[src/rtl/serial_frame_receiver.sv]
// Start/stop framed serial receiver: samples din on bit_en strobes and delivers
// each correctly framed WIDTH-bit word with valid, frame_err, match and a word count.
module serial_frame_receiver #(
    parameter int WIDTH     = 8,
    parameter bit MSB_FIRST = 1'b1
) (
    input  logic             clk,
    input  logic             rst,
    input  logic             bit_en,
    input  logic             din,
    // "expect" is a reserved SystemVerilog keyword, hence expect_word.
    input  logic [WIDTH-1:0] expect_word,
    output logic [WIDTH-1:0] dout,
    output logic             valid,
    output logic             frame_err,
    output logic             match,
    output logic [7:0]       word_cnt,
    output logic [3:0]       c_state,
    output logic [3:0]       n_state
);

    localparam int            CW       = $clog2(WIDTH);
    localparam logic [CW-1:0] LAST_BIT = CW'(WIDTH - 1);

    typedef enum logic [3:0] {
        IDLE   = 4'd0,
        DATA   = 4'd1,
        STOP   = 4'd2,
        RESYNC = 4'd3
    } state_t;

    state_t           state;
    state_t           next_state;
    logic [CW-1:0]    bit_cnt;
    logic [WIDTH-1:0] shreg;
    logic [WIDTH-1:0] shifted;

    always_comb begin
        if (MSB_FIRST) shifted = {shreg[WIDTH-2:0], din};
        else           shifted = {din, shreg[WIDTH-1:1]};
    end

    always_comb begin
        // NOTE: default assignment first so every path drives next_state; no latch.
        next_state = state;
        case (state)
            IDLE:    if (bit_en && !din) next_state = DATA;
            DATA:    if (bit_en && bit_cnt == LAST_BIT) next_state = STOP;
            STOP:    if (bit_en) next_state = din ? IDLE : RESYNC;
            RESYNC:  if (bit_en && din) next_state = IDLE;
            // Illegal codes recover on the very next edge, strobe or not.
            default: next_state = IDLE;
        endcase
    end

    // NOTE: all state updates are non-blocking so every register sees pre-edge values.
    always_ff @(posedge clk or posedge rst) begin
        if (rst) begin
            state     <= IDLE;
            bit_cnt   <= '0;
            shreg     <= '0;
            dout      <= '0;
            valid     <= 1'b0;
            frame_err <= 1'b0;
            match     <= 1'b0;
            word_cnt  <= 8'd0;
        end else begin
            valid     <= 1'b0;
            frame_err <= 1'b0;
            state     <= next_state;
            if (bit_en) begin
                case (state)
                    IDLE: if (!din) bit_cnt <= '0;
                    DATA: begin
                        shreg   <= shifted;
                        bit_cnt <= bit_cnt + CW'(1);
                    end
                    STOP: begin
                        if (din) begin
                            dout     <= shreg;
                            valid    <= 1'b1;
                            match    <= (shreg == expect_word);
                            word_cnt <= word_cnt + 8'd1;
                        end else begin
                            frame_err <= 1'b1;
                        end
                    end
                    default: ;
                endcase
            end
        end
    end

    assign c_state = state;
    assign n_state = next_state;

endmodule

[config.mk]
export PLATFORM = sky130hd
export DESIGN_NAME = serial_frame_receiver
export DESIGN_NICKNAME = d
export VERILOG_FILES = /design/src/rtl/serial_frame_receiver.sv
export SDC_FILE = /design/constraint.sdc
export NUM_CORES = 1
export LEC_CHECK = 0
export ABC_AREA = 1
export CAP_MARGIN = 10
export CORE_MARGIN = 2
export CORE_UTILIZATION = 49
export CTS_CLUSTER_SIZE = 30
export DETAILED_ROUTE_END_ITERATION = 16
export GPL_ROUTABILITY_DRIVEN = 0
export GPL_TIMING_DRIVEN = 1
export PLACE_DENSITY = 0.79
export SLEW_MARGIN = 20
export SYNTH_ARGS = -nofsm -noshare
export SYNTH_HDL_FRONTEND = slang
export SYNTH_SLANG_ARGS = --single-unit
[constraint.sdc]
create_clock -name clk -period 1.5 [get_ports clk]
set_input_delay 0.15 -clock clk [delete_from_list [all_inputs] [get_ports clk]]
set_output_delay 0.15 -clock clk [all_outputs]
set_load 0.05 [all_outputs]
==> results of run 1 <==
registers in the layout, indices dropped and copies added, names as in the netlist:
register / cells
bit_cnt: 3
match: 1
frame_err: 1
c_state: 4
word_cnt: 8
dout: 8
valid: 1
shreg: 8
repair_timing:
action	in CTS	in global routing
setup endpoints to repair	2	3
gates resized for setup	1	7
hold endpoints to repair	0	0
pin swaps	2	8
setup buffers	3	6
hold buffers	0	0
final timing paths:
kind	startpoint	endpoint	slack, ns
max reg2reg	c_state[2]	word_cnt[4]	0.10
min in group clk	din	shreg[0]	0.47
max	c_state[2]	n_state[1]	-0.22
min	rst	word_cnt[7]	0.15
min reg2reg	dout[6]	dout[6]	0.50
max in group asynchronous	rst	c_state[3]	1.17
layout make-up:
type,instances,area [um2]
Fill cell,261,1008
Clock buffer,7,55.05
Inverter,22,85.08
Multi-Input combinational cell,127,735.7
Timing Repair Buffer,54,508.0
Clock inverter,1,5.005
Sequential cell,34,855.8
Tap cell,46,57.56
power groups by stage:
stage                     clock network [mW]  registers [mW]  logic (mW)
final                                  0.538            1.04       0.331
after global routing                   0.613            1.05       0.376
after CTS                              0.544            1.03       0.299
after detailed placement                   0            1.05       0.293
after global placement                     0            1.05       0.285
after floorplan                            0            1.06       0.174
cells in the mapped netlist:
library cell   n  share of area (%)
a21oi_1        5                1.5
buf_2          1               0.30
buf_4          2               0.90
buf_6          2                1.4
conb_1         1               0.23
dfrtp_1       34                 51
ha_1           3                2.3
inv_1         22                5.0
nand2_1       58                 13
nand2_2        1               0.38
nand2_4        2                1.4
nand3_1        5                1.5
nand3b_1       1               0.45
nand3b_4       1                1.2
nand4_1        4                1.5
nor2_1         9                2.0
nor2_4         5                3.4
nor2_8         1                1.2
nor3_1         1               0.30
o211ai_1       1               0.45
o21ai_0        9                2.7
o21ai_1        6                1.8
or2_2          1               0.38
xnor2_1        6                3.2
xor2_1         3                1.6
xor2_2         1               0.98
logic make-up after synthesis:
kind of cell | count (synthesis) | share of synthesized area (%)
buffers and inverters | 27 | 7.513
flip-flops | 34 | 51.09
XOR/XNOR | 10 | 5.711
other | 1 | 0.2252
AND/OR/NAND/NOR | 89 | 26.75
adder cells (fa/ha/maj) | 3 | 2.254
AO/OA/AOI/OAI | 21 | 6.461
per-layer routing:
| layer | track usage (%) | up-vias | share of wire [%] |
|---|---|---|---|
| met4 | 10.00 | 0 | 1.5 |
| met2 | 30.30 | 39 | 49 |
| met3 | 3.261 | 8 | 4.7 |
| li1 | - | 690 | - |
| met1 | 24.55 | 643 | 44 |
| met5 | 0 | - | 0 |
metrics by stage:
step,setup slack (ns),cells
after floorplan,-0.3610,188
after global placement,-0.01860,274
after detailed placement,-0.07303,274
after CTS,-0.2437,285
after global routing,-0.3034,291
final,-0.2200,291
critical path, cell delays in order (launching register included):
cell,delay (ns)
dfrtp_2,0.44
nor2_4,0.19
nand2_2,0.11
inv_2,0.07
nand2_1,0.06
o211ai_1,0.09
buf_4,0.15
buf_12,0.13
==> results.sh, run 1 <==
export IMPL_outcome="complete, but fails checks"
export IMPL_violations="setup timing"
export IMPL_grt_overflow=0
export IMPL_drtIter0Drc=51
export IMPL_io_pins=39
export IMPL_cts_tree="done"
export IMPL_die_x_um=62.30
export IMPL_setup_viol=2
export IMPL_slew_viol_final=0
export IMPL_antenna_found_initial=0
export IMPL_rsz0062_at_grt="yes"
export IMPL_switchingPower_mw=0.5473
export IMPL_drt_wirelength_per_cell_um=11.83
export IMPL_setup_ws_ns=-0.2200
export IMPL_drv_cap=0
export IMPL_vias=1380
export IMPL_power_leakage_nw=1.230
export IMPL_via_per_inst=4.742
export IMPL_clock_path_buffers=2
export IMPL_grt_pass1_wl_um=5699
export IMPL_worst_ep_arrival_time_ns=1.57
export IMPL_ir_worst_vdd_mv=0.6224
export IMPL_design_area_um2=2302
export IMPL_skew_ns=0.008946
export IMPL_grt_pass1_vias=1272
export IMPL_fin_util_pct=69.54
export IMPL_cts_buffers=5
export IMPL_die_area_um2=3881
export IMPL_syn_inst=185
export IMPL_fin_crit_sh_pct=114.7
export IMPL_dpl_hpwl_um=2438
export IMPL_clock_latency_ns=0.34
export IMPL_die_height_um=62.30
export IMPL_hp_class="primary input to async pin"
export IMPL_fin_nets=259
export IMPL_syn_to_final_growth_pct=38.24
export IMPL_drc=0
export IMPL_p_clk_share_pct=28.2
export IMPL_synth_distinct_cells=26
export IMPL_hold_slack_ns=0.1460
export IMPL_cp_start_kind="register"
export IMPL_wl_um=3443
export IMPL_synth_seq_area_share_pct=51.09
export IMPL_p_seq_share_pct=54.5
export IMPL_antenna_cells=0
export IMPL_p_total_mw=1.909
export IMPL_powerDensity_nw_per_um2=829.2
export IMPL_grt_usage_pct=18.86
export IMPL_layout_common_cells="nand2_1 (56), buf_4 (37), dfrtp_1 (30), inv_1 (20), clkdlybuf4s50_1 (11)"
export IMPL_avgSynthCellArea_um2=9.002
export IMPL_required_ns=1.35
export IMPL_ys_ff_latch=34
export IMPL_ys_warn_count=0
export IMPL_reg2regPathDepth=6
export IMPL_start_util_pct=50.30
export IMPL_grt_max_degree=35
export IMPL_ant_nets=0
export IMPL_p_int_mw=1.362
export IMPL_hold_viol=0
export IMPL_tns_ns=-0.4227
export IMPL_cts_root_buffer_cell="clkbuf_4"
export IMPL_final_common_cell="nand2_1"
export IMPL_synth_cell_area_um2=1665
export IMPL_power_frac_comb_pct=17.3
export IMPL_port_buffers=36
export IMPL_num_rows=21
export IMPL_layout_drive_gt1_share_pct=29.80
export IMPL_period_needed_ns=1.720
export IMPL_switching_share_pct=28.67
export IMPL_dpl_cell_area_um2=2142
export IMPL_first_pass_iters=4
export IMPL_critPathKind="register to output port"
export IMPL_clock_sinks=34
export IMPL_end_kind="output port"
export IMPL_cts_htree_levels=2
export IMPL_core_area_um2=3311
export IMPL_path_clk_slew_ns=0.11
export IMPL_crit_path_max_fanout=5
export IMPL_fmax_mhz=581.4
Power figures use the tool's default switching activity.
==> run 2: changes to the inputs <==
Settings changed: CORE_MARGIN 2 to 4, GPL_TIMING_DRIVEN 1 to not set.
==> run 2 against run 1 <==
Against the previous run: the run still ends with setup timing left; clock power shrank 2%; global-route usage is 1.6 points lower; highest routed layer unchanged; die area up 13%; non-clock buffer count grew 1; via count decreased by 0.80%; utilization up 3.8 points; sequential power about the same; wire length increased by 0.49%; sequential cell count did not move; final cell count down 0.34%.
==> results.sh, run 2 (synthesis gave the netlist of run 1 again) <==
export IMPL_outcome="complete, but fails checks"
export IMPL_violations="setup timing"
export IMPL_cp_start_kind="register"
export IMPL_setup_viol=2
export IMPL_ir_worst_vdd_mv=0.5664
export IMPL_syn_to_final_growth_pct=38.77
export IMPL_layout_drive_gt1_share_pct=30.49
export IMPL_fin_util_pct=73.29
export IMPL_critPathKind="register to output port"
export IMPL_ant_nets=0
export IMPL_via_per_inst=4.721
export IMPL_clock_sinks=34
export IMPL_first_pass_iters=4
export IMPL_drt_wirelength_per_cell_um=11.93
export IMPL_seq_area_um2=855.8
export IMPL_regToRegSetupSlack_ns=0.08
export IMPL_cts_hold_buf=0
export IMPL_slew_viol_final=0
export IMPL_end_kind="output port"
export IMPL_grt_pass1_wl_um=5733
export IMPL_die_area_um2=4396
export IMPL_final_common_cell="nand2_1"
export IMPL_wl_um=3460
export IMPL_antenna_found_initial=0
export IMPL_setup_ws_ns=-0.1910
export IMPL_path_clk_slew_ns=0.11
export IMPL_fin_nets=260
export IMPL_num_rows=20
export IMPL_p_total_mw=1.896
export IMPL_path_cells="ha_2, ha_4, nand2_2, nand2_1, nand4_1, buf_12"
export IMPL_instances_no_fill=290
export IMPL_cts_root_buffer_cell="clkbuf_4"
export IMPL_dpl_hpwl_um=2459
export IMPL_fmax_mhz=591.4
export IMPL_crit_path_max_fanout=2
export IMPL_clock_latency_ns=0.33
export IMPL_cpMaxStageDelayCell="dfrtp_1"
export IMPL_cts_htree_levels=2
export IMPL_worst_ep_arrival_time_ns=1.54
export IMPL_period_needed_ns=1.691
export IMPL_skew_ns=0.007861
export IMPL_hp_class="primary input to async pin"
export IMPL_hold_slack_ns=0.1453
export IMPL_core_area_um2=3153
export IMPL_grt_pass1_vias=1315
export IMPL_layout_common_cells="nand2_1 (55), buf_4 (35), dfrtp_1 (30), inv_1 (20), clkdlybuf4s50_1 (11)"
export IMPL_cts_buffers=5
export IMPL_reg_top3="dout (8), shreg (8), word_cnt (8)"
export IMPL_place_inst=274
export IMPL_clock_path_buffers=2
export IMPL_fill_cells=244
export IMPL_multi_input_area_um2=728.2
export IMPL_drc=0
export IMPL_grt_overflow=0
export IMPL_io_pins=39
export IMPL_drtIter0Drc=112
export IMPL_grt_usage_pct=17.22
export IMPL_powerDensity_nw_per_um2=820.6
export IMPL_die_x_um=66.30
export IMPL_antenna_cells=0
export IMPL_tns_ns=-0.3819
export IMPL_rsz0062_at_grt="yes"
export IMPL_drv_cap=0
export IMPL_max_stage_delay_ns=0.38
export IMPL_cts_tree="done"
export IMPL_vias=1369
export IMPL_start_util_pct=52.82
export IMPL_required_ns=1.35
export IMPL_power_leakage_nw=1.232
export IMPL_port_buffers=36
export IMPL_grt_max_degree=35
export IMPL_fin_crit_sh_pct=112.7
export IMPL_hold_viol=0
export IMPL_die_height_um=66.30
[run 2: metrics by stage]
step	setup WS (ns)	area, um2
3_5_place_dp	-0.04436	2155
4_1_cts	-0.2085	2255
6_report	-0.1910	2311
3_3_place_gp	-0.01832	2155
2_1_floorplan	-0.3610	1687
5_1_grt	-0.2482	2311
[run 2: path summary, 6_finish.rpt]
| path | cells after the start | to | from |
|---|---|---|---|
| max in group asynchronous | 3 | c_state[2] | rst |
| min reg2reg | 2 | match | match |
| min | 3 | word_cnt[7] | rst |
| min in group clk | 2 | match | match |
| max reg2reg | 7 | dout[0] | c_state[2] |
| max | 6 | n_state[0] | bit_cnt[0] |
[run 2: where the power goes]
group          switching, mW  total, mW  internal, mW
logic                  0.181      0.332         0.151
clock network          0.300      0.528         0.227
registers             0.0590       1.04         0.978
total                  0.540       1.90          1.36
[run 2: critical path: cells and delay by family (launching register included)]
family                   cells  cell delay, ns
AND/OR/NAND/NOR              3            0.29
flip-flops                   1            0.38
buffers and inverters        1            0.20
adder cells (fa/ha/maj)      2            0.34
[run 2: timing repair]
item / 4_1_cts / 5_1_grt
resized for setup: 1 / 12
setup endpoints to repair: 2 / 2
setup buffers: 6 / 3
pin swaps: 3 / 8
[run 2: area by class of cell]
type	instances	share of cell area (%)
Timing Repair Buffer	55	22.79
Inverter	22	3.682
Multi-Input combinational cell	127	31.51
Sequential cell	34	37.03
Clock inverter	1	0.2166
Tap cell	44	2.382
Clock buffer	7	2.382
[run 2: layer usage]
layer  vias to the layer above  wire length, um  GRT usage, %
met3                         8              141         4.252
li1                        695                -             -
met4                         0               51         6.599
met1                       638             1473         21.96
met5                         -                0             0
met2                        28             1793         28.00
==> run 3: changes to the inputs <==
Settings changed: CAP_MARGIN 10 to 20, CTS_CLUSTER_DIAMETER set to 30.
==> results of run 3 <==
Same layout as run 2: the final DEF is identical, and so are final timing and power.
